===== config.mk =====
export PLATFORM = sky130hd
export DESIGN_NAME = m707_tx
export DESIGN_NICKNAME = d
export VERILOG_FILES = /design/src/rtl/pdp8_serial_pkg.sv /design/src/rtl/rise_det.sv /design/src/rtl/m707_tx.sv
export SDC_FILE = /design/constraint.sdc
export NUM_CORES = 1
export LEC_CHECK = 0
export ABC_CLOCK_PERIOD_IN_PS = 3200
export CAP_MARGIN = 20
export CORE_MARGIN = 1.5
export CORE_UTILIZATION = 56
export CTS_CLUSTER_DIAMETER = 80
export DETAILED_ROUTE_END_ITERATION = 10
export PLACE_DENSITY = 0.82
export SYNTH_ARGS = -nofsm -noshare
export SYNTH_HDL_FRONTEND = slang
export SYNTH_HIERARCHICAL = 1
export SYNTH_SLANG_ARGS = --single-unit

===== constraint.sdc =====
create_clock -name clk -period 3.2 [get_ports clk]
set_clock_uncertainty 0.15 [all_clocks]
set_input_delay 0.8 -clock clk [delete_from_list [all_inputs] [get_ports clk]]
set_output_delay 0.8 -clock clk [all_outputs]
set_load 0.01 [all_outputs]

===== src/rtl/pdp8_serial_pkg.sv =====
// Shared definitions for the PDP-8/I console serial path (transmitter and receiver).
package pdp8_serial_pkg;

    localparam int TTY_DATA_BITS = 8;
    localparam int TTY_STOP_BITS = 2;

    typedef enum logic [2:0] {
        IDLE,
        ARM,
        START,
        DATA,
        STOP
    } ser_state_e;

    // Width of a bit counter that must reach max(a,b)-1; never narrower than 1 bit.
    function automatic int cnt_width(input int a, input int b);
        int m;
        m = (a > b) ? a : b;
        return (m > 2) ? $clog2(m) : 1;
    endfunction

endpackage


===== src/rtl/rise_det.sv =====
// One-register rising-edge detector; the history register resets to RST_VAL so a
// level already high at reset release does not produce a spurious edge.
module rise_det #(
    parameter logic RST_VAL = 1'b0
) (
    input  logic clk,
    input  logic rst_n,
    input  logic din,
    output logic rise
);

    logic prev;

    always_ff @(posedge clk or negedge rst_n) begin
        if (!rst_n) prev <= RST_VAL;
        else        prev <= din;
    end

    assign rise = din & ~prev;

endmodule


===== src/rtl/m707_tx.sv =====
// M707 teletype transmitter: shifts a loaded character out LSB-first as
// start / DATA_BITS data / STOP_BITS stop, two M452 2x-baud ticks per bit.
module m707_tx
    import pdp8_serial_pkg::*;
#(
    parameter int DATA_BITS = TTY_DATA_BITS,
    parameter int STOP_BITS = TTY_STOP_BITS
) (
    input  logic                 clk,
    input  logic                 rst_n,
    input  logic                 baud_2x,
    input  logic                 ld,
    input  logic [DATA_BITS-1:0] data,
    input  logic                 flag_clr,
    output logic                 txd,
    output logic                 busy,
    output logic                 flag
);

    localparam int CW = cnt_width(DATA_BITS, STOP_BITS);
    localparam logic [CW-1:0] D_LAST = CW'(DATA_BITS - 1);
    localparam logic [CW-1:0] S_LAST = CW'(STOP_BITS - 1);

    typedef struct packed {
        ser_state_e           state;
        logic                 half;
        logic [CW-1:0]        bitcnt;
        logic [DATA_BITS-1:0] shreg;
        logic                 txd;
        logic                 flag;
    } tx_regs_t;

    localparam tx_regs_t REGS_RST = '{
        state:  IDLE,
        half:   1'b0,
        bitcnt: '0,
        shreg:  '0,
        txd:    1'b1,
        flag:   1'b0
    };

    tx_regs_t             r, r_n;
    logic                 tick;
    logic [DATA_BITS-1:0] sh_nxt;

    rise_det #(.RST_VAL(1'b1)) u_rise (
        .clk   (clk),
        .rst_n (rst_n),
        .din   (baud_2x),
        .rise  (tick)
    );

    assign sh_nxt = r.shreg >> 1;

    always_ff @(posedge clk or negedge rst_n) begin
        if (!rst_n) r <= REGS_RST;
        else        r <= r_n;
    end

    // Flag priority: clear first, load clears, end-of-frame set overrides both.
    always_comb begin
        r_n = r;
        if (flag_clr) r_n.flag = 1'b0;
        case (r.state)
            IDLE: begin
                r_n.txd = 1'b1;
                if (ld) begin
                    r_n.shreg = data;
                    r_n.flag  = 1'b0;
                    r_n.state = ARM;
                end
            end
            ARM: begin
                if (tick) begin
                    r_n.state = START;
                    r_n.txd   = 1'b0;
                    r_n.half  = 1'b0;
                end
            end
            START, DATA, STOP: begin
                if (tick) begin
                    if (!r.half) begin
                        r_n.half = 1'b1;
                    end else begin
                        r_n.half = 1'b0;
                        case (r.state)
                            START: begin
                                r_n.state  = DATA;
                                r_n.txd    = r.shreg[0];
                                r_n.bitcnt = '0;
                            end
                            DATA: begin
                                r_n.shreg = sh_nxt;
                                if (r.bitcnt == D_LAST) begin
                                    r_n.state  = STOP;
                                    r_n.txd    = 1'b1;
                                    r_n.bitcnt = '0;
                                end else begin
                                    r_n.bitcnt = r.bitcnt + CW'(1);
                                    r_n.txd    = sh_nxt[0];
                                end
                            end
                            default: begin
                                if (r.bitcnt == S_LAST) begin
                                    r_n.state = IDLE;
                                    r_n.flag  = 1'b1;
                                end else begin
                                    r_n.bitcnt = r.bitcnt + CW'(1);
                                end
                            end
                        endcase
                    end
                end
            end
            default: r_n.state = IDLE;
        endcase
    end

    assign txd  = r.txd;
    assign busy = (r.state != IDLE);
    assign flag = r.flag;

endmodule


==> out/metrics.yaml, run 1 <==
status: "complete, no violations"
io_buffers: 15
antenna_left: 0
syn_nets: 129
gp_congestion: 0.768
finalMaxSlewViolations: 0
fin_cells: 152
fin_setup_tns_ns: 0
hold_viol_final: 0
crit_path_start: "r[14]$_DFFE_PN0P_"
die_height_um: 46.2
viasPerCell: 5.73
syn_area_um2: 1040
cts_setup_buffers: 0
min_period_ns: 2.72
drt_iter0_markers: 34
syn_inst: 113
hp-start: "r[4]$_DFFE_PN0P_"
startpoint_type: "register"
drc: 0
start_util_pct: 59.8
post_cts_resize_count: 0
finalSetupViolations: 0
dieWidth_um: 46.2
synth_area_per_cell_um2: 9.23
end_kind: "primary output"
ioPinCount: 16
area_growth_pct: 18.0
cts.sinks: 18
dp_hpwl_mm: 1.49
maxCapViolations: 0
rows: 15
max-vdd-ir-drop_mv: 0.536
fmaxAchievable_ghz: 0.368
hold_path_class: "reg -> reg"
ys_top_cells_by_area: "dfrtp_1, a21oi_1, nor2_1"
core_um2: 1750
die-area_um2: 2130
yosysTopAreaCellShare_pct: 38.4
grt_pass1_vias: 789
r2r-start: "r[14]$_DFFE_PN0P_"
clkTransAtPathRegs_ns: 0.10
powerDensity_nw_per_um2: 800
synth.distinct_cells: 37
rsz0062_at_grt: "false"
grt_overflow: 0
hold_buffers: 0
ys_ff_latch: 18
cts_buffer_depth: 2
synthArstFlopShare_pct: 100
drive_above_1_share_pct: 10.2
htreeDepth: 1
vias: 871
pre_cts_ws_ns: 0.484
cp_max_fo: 14
antenna_found_initial: 0
layout_common_cells: "dfrtp_1, nor2_1, a21oi_1, clkdlybuf4s50_1, nand2_1"
synth_largest_area_cell: "dfrtp_1"
worst_pin_slew_ns: 0.801
seq_area_frac_synth_pct: 43.4
grt_pass1_wl_mm: 3.30
clock_latency_ns: 0.29
drt-total-wl_mm: 2.06
tritoncts: "yes"
final_common_cell: "dfrtp_1"
finalCritPeriodShare_pct: 85.0
nets: 144
p_leak_nw: 0.492
ys.flop_type: "dfrtp_1"
avgRoutedWirePerCell_um: 13.6
worstPathArrival_ns: 1.77
antenna-diode-count: 0
crit_type: "reg -> out"
synth-edff-count: 0
grt_util_all_layers_pct: 21.7
fin_ws_ns: 0.481
numCtsBuffers: 3
grt_max_degree: 19
slew_headroom_pct: 46.4
synth_warnings: 6
critPathRequiredTime_ns: 2.25
first_pass_iters: 4
dp.cells: 148
cts_root_buf: "clkbuf_4"
[through the flow]
| stage | instance area, um^2 | utilization (%) | hold slack [ns] | total power [mW] |
|---|---|---|---|---|
| finish | 1230 | 70.5 | 0.399 | 0.985 |
| global route | 1230 | 70.5 | 0.414 | 1.07 |
| detailed placement | 1190 | 68.5 | 0.369 | 0.849 |
| floorplan | 1040 | - | 0.341 | 0.737 |
| global placement | 1190 | 68.5 | 0.357 | 0.829 |
| CTS | 1230 | 70.5 | 0.401 | 0.988 |
[power by group]
part | leakage (nW) | internal, mW | switching [mW] | total [mW]
clock | 0.0210 | 0.0693 | 0.0692 | 0.138
combinational | 0.258 | 0.193 | 0.231 | 0.424
sequential | 0.212 | 0.326 | 0.0961 | 0.422
[final timing paths]
path	to	slack (ns)	cells past startpoint
worst max register to register	r[11]$_DFFE_PN0P_	1.15	4
worst min register to register	r[4]$_DFFE_PN0P_	0.40	2
min in group asynchronous	r[16]$_DFFE_PN0P_	0.82	1
worst max-delay path	busy	0.48	3
worst min-delay path	r[4]$_DFFE_PN0P_	0.40	2
max in group asynchronous	r[4]$_DFFE_PN0P_	1.59	1
[worst max-delay path, cell delays in order (launching register included)]
cell             delay, ns
dfrtp_1               0.55
nor2_1                0.35
nand2_1               0.10
clkdlybuf4s50_1       0.49
[cell families (layout without fill, tap and decap cells)]
family                     count (synthesis)  after routing  synth area share, %
adders and majority gates                  3              3                 3.60
DFF                                       18             18                 43.4
and+or+nand+nor                           39             39                 18.7
muxes                                      3              3                 3.12
buffers and inverters                     11             25                 5.40
AOI/OAI and AO/OA                         39             39                 25.8
[layout make-up]
type | count | area, um^2
Multi-Input combinational cell | 84 | 534
Tap cell | 25 | 31.3
Timing Repair Buffer | 16 | 158
Fill cell | 147 | 514
Sequential cell | 18 | 453
Inverter | 5 | 18.8
Clock buffer | 4 | 36.3
[flip-flops by register name (all words and copies together) (netlist names)]
signal,count
u_rise/prev,1
r,15
flag,1
txd,1
[metal layers]
metal | global-route usage, % | wire, um
met1 | 29.9 | 979
met2 | 33.1 | 1010
met4 | 11.4 | 12
met3 | 2.75 | 66
met5 | 0 | 0
[synth_stat cells (3+ instances only)]
cell type and number:
ha_1 3, dfrtp_1 16, a21oi_1 15, nand2_1 11
a22oi_1 7, buf_2 3, inv_1 5, nand2b_1 3
nor2_1 15
Note: power is estimated with default switching activity, not from simulation.
==> run 2, diff against run 1 <==
--- a/config.mk
+++ b/config.mk
@@ -5,13 +5,13 @@
 export SDC_FILE = /design/constraint.sdc
 export NUM_CORES = 1
 export LEC_CHECK = 0
-export ABC_CLOCK_PERIOD_IN_PS = 3200
+export ABC_CLOCK_PERIOD_IN_PS = 2800
 export CAP_MARGIN = 20
 export CORE_MARGIN = 1.5
-export CORE_UTILIZATION = 56
+export CORE_UTILIZATION = 52
 export CTS_CLUSTER_DIAMETER = 80
 export DETAILED_ROUTE_END_ITERATION = 10
-export PLACE_DENSITY = 0.82
+export PLACE_DENSITY = 0.77
 export SYNTH_ARGS = -nofsm -noshare
 export SYNTH_HDL_FRONTEND = slang
 export SYNTH_HIERARCHICAL = 1
==> constraint.sdc (replaced) <==
create_clock -name clk -period 2.8 [get_ports clk]
set_clock_uncertainty 0.15 [all_clocks]
set_input_delay 0.7 -clock clk [delete_from_list [all_inputs] [get_ports clk]]
set_output_delay 0.7 -clock clk [all_outputs]
set_load 0.01 [all_outputs]
==> out/metrics.yaml, run 2 (synthesis gave the netlist of run 1 again) <==
vias: 887  # +1.8%
r2r_setup_slack_ns: 0.91  # -0.24 ns
crit_type: "reg -> out"
cts.sinks: 18  # unchanged
regArea_um2: 453  # unchanged
worstPathArrival_ns: 1.76  # about the same
p_leak_nw: 0.512  # +4.2%
largest_register_ffs: 15  # unchanged
fmaxAchievable_ghz: 0.383
grt_util_all_layers_pct: 20.9  # -0.81 points
hold_path_class: "reg -> reg"
fin_ws_ns: 0.192  # -0.290 ns
die_height_um: 47.8  # +3.5%
hold_path_depth: 1  # -1
rows: 16  # +1
area_growth_pct: 21.1
finalMaxSlewViolations: 0  # unchanged
path_cells: "nor2_1, nand2_1, clkdlybuf4s50_1"
hp-start: "r[11]$_DFFE_PN0P_"
clock_latency_ns: 0.30  # about the same
core_um2: 1920  # +10%
placed_cell_area_um2: 1230  # +2.7%
critPathRequiredTime_ns: 1.95  # -0.30 ns
pre_cts_ws_ns: 0.379  # -0.105 ns
startpoint_type: "register"
clkTransAtPathRegs_ns: 0.11  # about the same
design_area_um2: 1260  # +2.6%
r2r-end: "r[8]$_DFFE_PN0P_"
grt_pass1_vias: 788  # -0.13%
rr_worst_depth: 6  # +2
r2r-start: "r[15]$_DFFE_PN0P_"
finalSetupViolations: 0  # unchanged
tritoncts: "yes"
post_cts_resize_count: 0  # unchanged
nets: 148  # +2.8%
grt_overflow: 0  # unchanged
end_kind: "primary output"
dieWidth_um: 47.8  # +3.5%
gp_congestion: 0.843  # +9.7%
min_period_ns: 2.61
dp_hpwl_mm: 1.52  # +2.0%
avgRoutedWirePerCell_um: 13.0  # -4.2%
first_pass_iters: 4  # unchanged
cts_setup_buffers: 0  # unchanged
worst_pin_slew_ns: 0.373  # -0.429 ns
slew_headroom_pct: 75.2  # +29 points
ioPinCount: 16  # unchanged
cts_root_buf: "clkbuf_4"
htreeDepth: 1  # unchanged
viasPerCell: 5.61  # -2.0%
min_to: "r[11]$_DFFE_PN0P_"
slowest_stage: "dfrtp_1"
largest_register: "r"
grt_max_degree: 19  # unchanged
layout_common_cells: "dfrtp_1, nor2_1, a21oi_1, clkdlybuf4s50_1, nand2_1"
rsz0062_at_grt: "false"
maxCapViolations: 0  # unchanged
cp_top_family: "flip-flops"
cp_max_fo: 14  # unchanged
critPathMaxStageDelay_ns: 0.53  # -0.02 ns
drc: 0  # unchanged
finalCritPeriodShare_pct: 93.1
numCtsBuffers: 3  # unchanged
antenna_left: 0  # unchanged
crit_buf_inv: 1  # unchanged
drt_iter0_markers: 22  # -35%
io_buffers: 15  # unchanged
antenna_found_initial: 0  # unchanged
grt_pass1_wl_mm: 3.31  # +0.21%
powerDensity_nw_per_um2: 914  # +14%
multi_input_area_um2: 534  # unchanged
drive_above_1_share_pct: 13.0  # +2.7 points
hold_viol_final: 0  # unchanged
max-vdd-ir-drop_mv: 0.569  # +6.2%
cts_buffer_depth: 2  # unchanged
start_util_pct: 54.3  # -5.5 points
nFillCells: 168  # +14%
status: "complete, no violations"
fin_setup_tns_ns: 0  # unchanged
final_common_cell: "dfrtp_1"
hold_buffers: 0  # unchanged
drt-total-wl_mm: 2.06  # -0.39%
die-area_um2: 2280  # +7.2%
antenna-diode-count: 0  # unchanged
-- run 2: worst max path at each step --
stage | from | endpoint | slack [ns] | cells after the start
final | r[14]$_DFFE_PN0P_ | busy | 0.19 | 3
after global routing | r[14]$_DFFE_PN0P_ | busy | 0.1 | 3
after global placement | baud_2x | r[10]$_DFFE_PN0P_ | 0.42 | 6
after CTS | r[14]$_DFFE_PN0P_ | busy | 0.18 | 3
after floorplan | baud_2x | r[10]$_DFFE_PN0P_ | 0.81 | 6
after detailed placement | baud_2x | r[8]$_DFFE_PN0P_ | 0.38 | 7
-- run 2: metrics by stage --
| stage | utilization [%] | power, mW | hold WS (ns) | cells |
|---|---|---|---|---|
| 5_1_grt | 65.8 | 1.26 | 0.412 | 158 |
| 6_report | 65.8 | 1.16 | 0.385 | 158 |
| 4_1_cts | 65.8 | 1.16 | 0.388 | 158 |
| 2_1_floorplan | - | 0.842 | 0.254 | 113 |
| 3_3_place_gp | 63.9 | 0.968 | 0.354 | 154 |
| 3_5_place_dp | 63.9 | 0.995 | 0.367 | 154 |
-- run 2: layout make-up --
cell class / count / share of cell area (%)
clock buffer: 4 / 2.87
inverter: 5 / 1.49
multi-input combinational: 84 / 42.3
sequential: 18 / 35.8
tap: 27 / 2.67
timing repair buffer: 20 / 14.9
-- run 2: worst register-to-register path, stage by stage (launching register included) --
cell,delay (ns)
dfrtp_1,0.41
buf_4,0.18
or3b_4,0.42
a21oi_4,0.20
buf_4,0.19
a22oi_1,0.08
a21oi_1,0.18
-- run 2: where the power goes --
part	internal [mW]	leakage, nW	switching (mW)
logic	0.239	0.279	0.289
registers	0.373	0.212	0.0883
clock network	0.0795	0.0210	0.0871
total	0.691	0.512	0.464
-- run 2: per-layer routing --
layer	GRT usage [%]	up-vias	part of all wire [%]
met1	29.0	423	47
met5	0	-	0
li1	-	441	-
met2	32.5	19	48
met4	9.73	0	1.4
met3	2.26	4	3.5
